==> config.mk <==
export PLATFORM = sky130hd
export DESIGN_NAME = bist_sequencer
export DESIGN_NICKNAME = d
export VERILOG_FILES = /design/src/rtl/bist_sequencer.sv
export SDC_FILE = /design/constraint.sdc
export NUM_CORES = 1
export LEC_CHECK = 0
export CAP_MARGIN = 10
export CORE_MARGIN = 1
export CORE_UTILIZATION = 29
export CTS_CLUSTER_DIAMETER = 100
export DETAILED_ROUTE_END_ITERATION = 10
export GPL_TIMING_DRIVEN = 0
export PLACE_DENSITY = 0.46
export SYNTH_ARGS = -nofsm -noshare
export SYNTH_HDL_FRONTEND = slang
export SYNTH_SLANG_ARGS = --single-unit
==> constraint.sdc <==
create_clock -name clock -period 1.7 [get_ports clock]
set_input_delay 0.17 -clock clock [delete_from_list [all_inputs] [get_ports clock]]
set_output_delay 0.17 -clock clock [all_outputs]
set_load 0.05 [all_outputs]
==> src/rtl/bist_sequencer.sv <==
// rtl/bist_sequencer.sv - BIST sequencer: LFSR seed, capture/shift patterns, flush, MISR signature compare
module bist_sequencer #(
    parameter int                SCAN_LEN        = 8,
    parameter int                NUM_PATTERNS    = 16,
    parameter int                SIG_W           = 6,
    parameter logic [SIG_W-1:0]  SIGNATURE_VALID = 6'b101010
) (
    input  logic                                    clock,
    input  logic                                    reset,
    input  logic                                    start,
    input  logic [SIG_W-1:0]                        signature,
    output logic                                    running,
    output logic                                    scan_en,
    output logic                                    seed_load,
    output logic                                    misr_clr,
    output logic                                    bist_end,
    output logic                                    pass_fail,
    output logic [$clog2(NUM_PATTERNS+1)-1:0]       pattern_cnt
);

    localparam int PW = $clog2(NUM_PATTERNS + 1);
    localparam int SW = (SCAN_LEN > 1) ? $clog2(SCAN_LEN) : 1;
    localparam logic [SW-1:0] SHIFT_LAST = SW'(SCAN_LEN - 1);
    localparam logic [PW-1:0] PAT_LAST   = PW'(NUM_PATTERNS - 1);

    typedef enum logic [2:0] {
        IDLE,
        SEED,
        CAPTURE,
        SHIFT,
        FLUSH,
        COMPARE,
        DONE
    } state_t;

    state_t        state;
    logic [SW-1:0] shift_cnt;
    logic          start_q;
    logic          start_armed;
    logic          start_edge;

    // start_armed keeps a level held high across reset release from launching a run
    assign start_edge = start & ~start_q & start_armed;

    always_ff @(posedge clock) begin
        if (!reset) begin
            state       <= IDLE;
            shift_cnt   <= '0;
            start_q     <= 1'b0;
            start_armed <= 1'b0;
            running     <= 1'b0;
            scan_en     <= 1'b0;
            seed_load   <= 1'b0;
            misr_clr    <= 1'b0;
            bist_end    <= 1'b0;
            pass_fail   <= 1'b0;
            pattern_cnt <= '0;
        end else begin
            start_q   <= start;
            seed_load <= 1'b0;
            misr_clr  <= 1'b0;
            if (!start) begin
                start_armed <= 1'b1;
            end
            case (state)
                IDLE, DONE: begin
                    if (start_edge) begin
                        state       <= SEED;
                        seed_load   <= 1'b1;
                        misr_clr    <= 1'b1;
                        running     <= 1'b1;
                        scan_en     <= 1'b0;
                        bist_end    <= 1'b0;
                        pass_fail   <= 1'b0;
                        pattern_cnt <= '0;
                        shift_cnt   <= '0;
                    end
                end
                SEED: begin
                    state   <= CAPTURE;
                    scan_en <= 1'b0;
                end
                CAPTURE: begin
                    state     <= SHIFT;
                    scan_en   <= 1'b1;
                    shift_cnt <= '0;
                end
                SHIFT: begin
                    if (shift_cnt == SHIFT_LAST) begin
                        shift_cnt   <= '0;
                        pattern_cnt <= pattern_cnt + 1'b1;
                        if (pattern_cnt == PAT_LAST) begin
                            state <= FLUSH;
                        end else begin
                            state   <= CAPTURE;
                            scan_en <= 1'b0;
                        end
                    end else begin
                        shift_cnt <= shift_cnt + 1'b1;
                    end
                end
                FLUSH: begin
                    if (shift_cnt == SHIFT_LAST) begin
                        shift_cnt <= '0;
                        state     <= COMPARE;
                        scan_en   <= 1'b0;
                    end else begin
                        shift_cnt <= shift_cnt + 1'b1;
                    end
                end
                COMPARE: begin
                    state     <= DONE;
                    pass_fail <= (signature == SIGNATURE_VALID);
                    bist_end  <= 1'b1;
                    running   <= 1'b0;
                end
                default: begin
                    state   <= IDLE;
                    running <= 1'b0;
                    scan_en <= 1'b0;
                end
            endcase
        end
    end

endmodule
# After elaboration in Yosys (flattened, before gate mapping)
# Cells that the tools add are included.
[classes] n_addsub=2 eq_ne=13 n_mux=21 bitwise_logic=5 n_reduce_logical=14
[ops] op="3-bit 2-to-1 mux" n=6
[ops] op="3-bit one-hot mux with 6 select lines" n=1
[ops] op="3-bit equality test (second input constant)" n=4
[ops] op="5-bit 2-to-1 mux" n=2
[ops] op="5-bit one-hot mux with 2 select lines" n=1
[ops] op="3-bit one-hot mux with 3 select lines" n=1
[ops] op="2-bit inequality test (second input constant)" n=4
[ops] op="2-bit AND reduction" n=4
[ops] op="3-bit by 2-bit equality test with 1-bit output (second input constant)" n=2
[ops] op="6-bit equality test (second input constant)" n=1
[ops] op="1-bit 2-to-1 mux" n=6
[ops] op="1-bit one-hot mux with 2 select lines" n=3
[ops] op="3-bit AND reduction" n=2
[ops] op="5-bit by 1-bit adder with 5-bit output (second input constant)" n=1
[ops] op="5-bit by 4-bit equality test with 1-bit output (second input constant)" n=1
[ops] op="1-bit one-hot mux with 5 select lines" n=1
[ops] op="5-bit AND reduction" n=1
[ops] op="2-bit nonzero test" n=2
[ops] op="2-bit OR reduction" n=2
[ops] op="4-bit OR reduction" n=1
[ops] op="3-bit by 1-bit adder with 3-bit output (second input constant)" n=1
[ops] op="3-bit by 1-bit equality test with 1-bit output (second input constant)" n=1
[ops] op="3-bit zero test" n=1
[ops] op="1-bit inverter" n=3
[ops] op="2 further kinds" n=3
[word_totals] regBits=18 inputBits=9 out_inout_bits=11

# Longest topological paths before layout
[logic_depth] depth_word=5 depth_mapped=6

# Least setup slack after synthesis
# OpenSTA, ideal clock, no wires.
[synth_path] path_kind="reg-to-reg" start="reg pattern_cnt[0]" end="reg scan_en" arrival_ps=1639 slack_ps=-18 stages_incl_launch_ff=7 synth_period_minus_slack_ps=1718 cell_sequence="dfxtp_1 -> ha_1 -> and3_1 -> ha_1 -> nand2_1 -> a211o_1 -> o211ai_1"
[synth_between] elab_chain_cells=3
[synth_lines] item="from (decl)" line_no="18" text="output logic [$clog2(NUM_PATTERNS+1)-1:0] pattern_cnt"
[synth_lines] item="from (signal assigned)" line_no="91" text="pattern_cnt <= pattern_cnt + 1'b1;"
[synth_lines] item="5-bit by 4-bit equality test with 1-bit output" line_no="92" text="if (pattern_cnt == PAT_LAST) begin"
[synth_lines] item="2-bit inequality test (no line)"
[synth_lines] item="5-bit AND reduction (no line)"
[synth_lines] item="to (signal assigned)" line_no="85" text="scan_en <= 1'b1;"
[synth_lines] item="to (signal assigned)" line_no="96" text="scan_en <= 1'b0;"
[synth_lines] item="to (signal assigned)" line_no="106" text="scan_en <= 1'b0;"
[synth_lines] item="to (decl)" line_no="13" text="output logic scan_en,"
# Every way passes these cells.
# A chain may end at the register's enable or synchronous reset.

# Worst setup path after layout
[layout_path] start="reg pattern_cnt[1]" end="out pattern_cnt[1]"
# No word-level cell between the ends.

==> impl_metrics.csv <==
group,metric,value,unit
critical_path,cpMaxStageDelayCell,"clkdlybuf4s50_1",
status,outcome,"finished, final reports clean",
grt,grt_start_max_net_pins,11,
power_and_ir_drop,p_int,0.6560,mW
power_and_ir_drop,switching_share,29.08,%
grt,antenna_found_initial,0,
die,coreArea,3103,um2
layout,drive_above_1_share,14.06,%
die,die_y,59.68,um
grt,grt_pass1_wl,3.974,mm
critical_path,critPathRequiredTime,1530,ps
min_path,hold_class,"primary input to flip-flop",
route,ant_nets,0,
die,start_util,31.09,%
placed_design,gp_congestion,0.7426,
die,io_pins,20,
critical_path,reg2reg_to,"pattern_cnt[3]$_SDFFE_PN0P_",
cts,cts_sinks,18,
sta,slew_headroom,65.80,%
layout,n_antenna_cell,0,
die,die-area,3561,um2
route,vias_per_cell,4.994,
route,drtIter0Drc,43,
die,num_rows,20,
critical_path,critPathBufInv,1,
sta,fin_crit,1649,ps
layout,finalNonFillerCells,172,
critical_path,critPathArrivalTime,1480,ps
route,first_pass_iters,4,
route,vias,859,
synth,syn-num-nets,118,
sta,fmax,0.6065,GHz
power_and_ir_drop,pwr-share-comb,21.7,%
synth,synth_edf_count,0,
sta,fin_crit_sh,96.98,%
power_and_ir_drop,clockPowerShare,29.6,%
cts,cts.reportedPaths.clkPinSlew,110,ps
sta,drv_slew,0,
power_and_ir_drop,p_switching,0.2690,mW
critical_path,rr_worst_depth,5,
synth,yosysTopAreaCell,"dfxtp_1",
placed_design,dp_cells,168,
synth,synthCells,105,
sta,setup_tns,0,ps
synth,synth_flop_cell,"dfxtp_1",
grt,grt_usage,15.02,%
synth,ys_warn_count,0,
cts,cts_root_buf,"clkbuf_4",
sta,worst_pin_slew,508.7,ps
layout,n_fill_cell,330,
cts,cts_tree,"built",
power_and_ir_drop,leakage,0.5509,nW
grt,gr-total-overflow,0,
power_and_ir_drop,p_total,0.9249,mW
synth,ys_seq_area_share,37.35,%
sta,finalHoldViolCount,0,
layout,area_growth,31.65,%
cts,cts_buffers,3,
critical_path,worstPathCellList,"clkdlybuf4s50_1",
synth,synth_top_area_share,37.35,%
synth,synth_area_leaders,"dfxtp_1, ha_1, a21oi_1",
critical_path,critPathCapture,"pattern_cnt[1]",
critical_path,r2r_start,"shift_cnt[0]$_SDFFE_PN0P_",
critical_path,critical_path_class,"flip-flop to output pin",
cts,worstSkewPairLatency,300,ps
critical_path,slowest_delay,810,ps
sta,fin_skew,4.039,ps
cts,cts_max_path_buffers,2,
critical_path,critPathMaxFanout,4,
critical_path,crit_family,"buffers and inverters",
critical_path,r2r_setup_slack,130,ps
critical_path,crit_path_end_kind,"output pin",
critical_path,startpoint,"pattern_cnt[1]$_SDFFE_PN0P_",
route,drc,0,
route,wirelength,2.274,mm
placed_design,dp_hpwl,1.627,mm
critical_path,crit_cells,1,
synth,async_reset_ff_share,0,%
route,wl_per_cell,13.22,um
cts,cts_setup_buffers,0,
placed_design,port_buffers,19,
layout,seq_area,362.8,um2
job,drv_cap,0,
synth,synth_cell_types,42,
power_and_ir_drop,ir_worst_vdd,0.4821,mV
sta,setup_viol,0,
power_and_ir_drop,pwr-share-seq,48.8,%
layout,layout.nets,142,
grt,grt_pass1_vias,831,
critical_path,cp-start-kind,"flip-flop",
synth,netlist_area,964.7,um2
synth,synth_seq_cells,18,
cts,ctsHoldBuffers,0,
die,die_x,59.68,um
sta,rsz0062_at_grt,"false",
cts,cts_max_level,1,
power_and_ir_drop,power_density,728.3,nW/um2
layout,multi_input_area,531.8,um2
synth,avgSynthCellArea,9.187,um2
min_path,hp-start,"signature[5]",
## what timing repair did
action,in CTS,in global routing
resized for setup,2,5
gates cloned,0,0
hold endpoints to repair,0,0
endpoints found under the setup margin,2,5
## placed cells by master (no fill, tap or decap), types with 3 or more instances in the layout
master           instances
dfxtp_1                 16
clkdlybuf4s50_1         14
a21oi_1                  8
nand2_1                  6
inv_1                    5
nand3_1                  5
buf_4                    4
nor2_1                   4
dlymetal6s2s_1           4
nand3b_1                 3
o21ai_0                  3
o31ai_1                  3
o2bb2ai_1                3
a211oi_1                 3
ha_1                     3
clkbuf_4                 3
## flip-flops by register name, summed over array words and instances, names as in the netlist
name         flops
shift_cnt        3
start_q          1
running          1
bist_end         1
state            3
misr_clr         1
scan_en          1
pattern_cnt      5
pass_fail        1
start_armed      1
## cells by family after synthesis
family	count (synthesis)	synth area share, %
fa+ha+maj	4	5.188
flops	18	37.35
simple gates	37	24.77
xor+xnor	2	1.816
buf+inv	14	8.820
compound gates	30	22.05
## synthesized netlist by cell type (3+ instances only)
master / n
dfxtp_1: 18
a21oi_1: 8
nand2_1: 6
inv_1: 5
nand3_1: 5
buf_4: 4
ha_1: 4
nor2_1: 4
a211oi_1: 3
nand3b_1: 3
o21ai_0: 3
o2bb2ai_1: 3
o31ai_1: 3
## per-layer routing
metal | routed length (um) | GRT usage (%) | share of wire, % | vias to the layer above
li1 | - | - | - | 442
met1 | 1152 | 21.35 | 51 | 406
met2 | 1053 | 22.38 | 46 | 9
met3 | 48 | 3.896 | 2.1 | 2
met4 | 19 | 3.987 | 0.84 | 0
met5 | 0 | 0 | 0 | -
## power by group through the flow
stage | Sequential, mW | Clock [mW] | Combinational, mW
after floorplan | 0.481 | 0 | 0.117
after global placement | 0.460 | 0 | 0.201
after detailed placement | 0.461 | 0 | 0.201
after CTS | 0.451 | 0.282 | 0.201
after global routing | 0.454 | 0.294 | 0.218
final | 0.451 | 0.273 | 0.200
## per-stage QoR
step / setup WS, ps / instance area (um2) / hold slack [ps] / utilization [%]
after global routing: 13.67 / 1270 / 473.7 / 40.93
after floorplan: 161.4 / 967.2 / 265.9 / -
final: 51.26 / 1270 / 460.3 / 40.93
after detailed placement: -51.86 / 1212 / 461.1 / 39.07
after global placement: -46.07 / 1212 / 451.4 / 39.07
after CTS: 3.427 / 1250 / 453.2 / 40.28
## how the worst min path moves through the flow
stage	end	depth (start not counted)
2_1_floorplan	start_armed$_SDFFE_PN0N_	1
3_3_place_gp	start_armed$_SDFFE_PN0N_	2
3_5_place_dp	start_armed$_SDFFE_PN0N_	2
4_1_cts	pass_fail$_SDFFE_PN0P_	3
5_1_grt	pass_fail$_SDFFE_PN0P_	3
6_report	pass_fail$_SDFFE_PN0P_	3
## area by class of cell
type	instances	area share [%]
plain buffers	8	4.926
multi-input cells	73	41.87
repair buffers	19	15.67
clock buffers	4	2.857
well taps	44	4.335
flip-flops and latches	18	28.57
inverters	6	1.773
No activity file was read; power rests on OpenSTA's default activity.
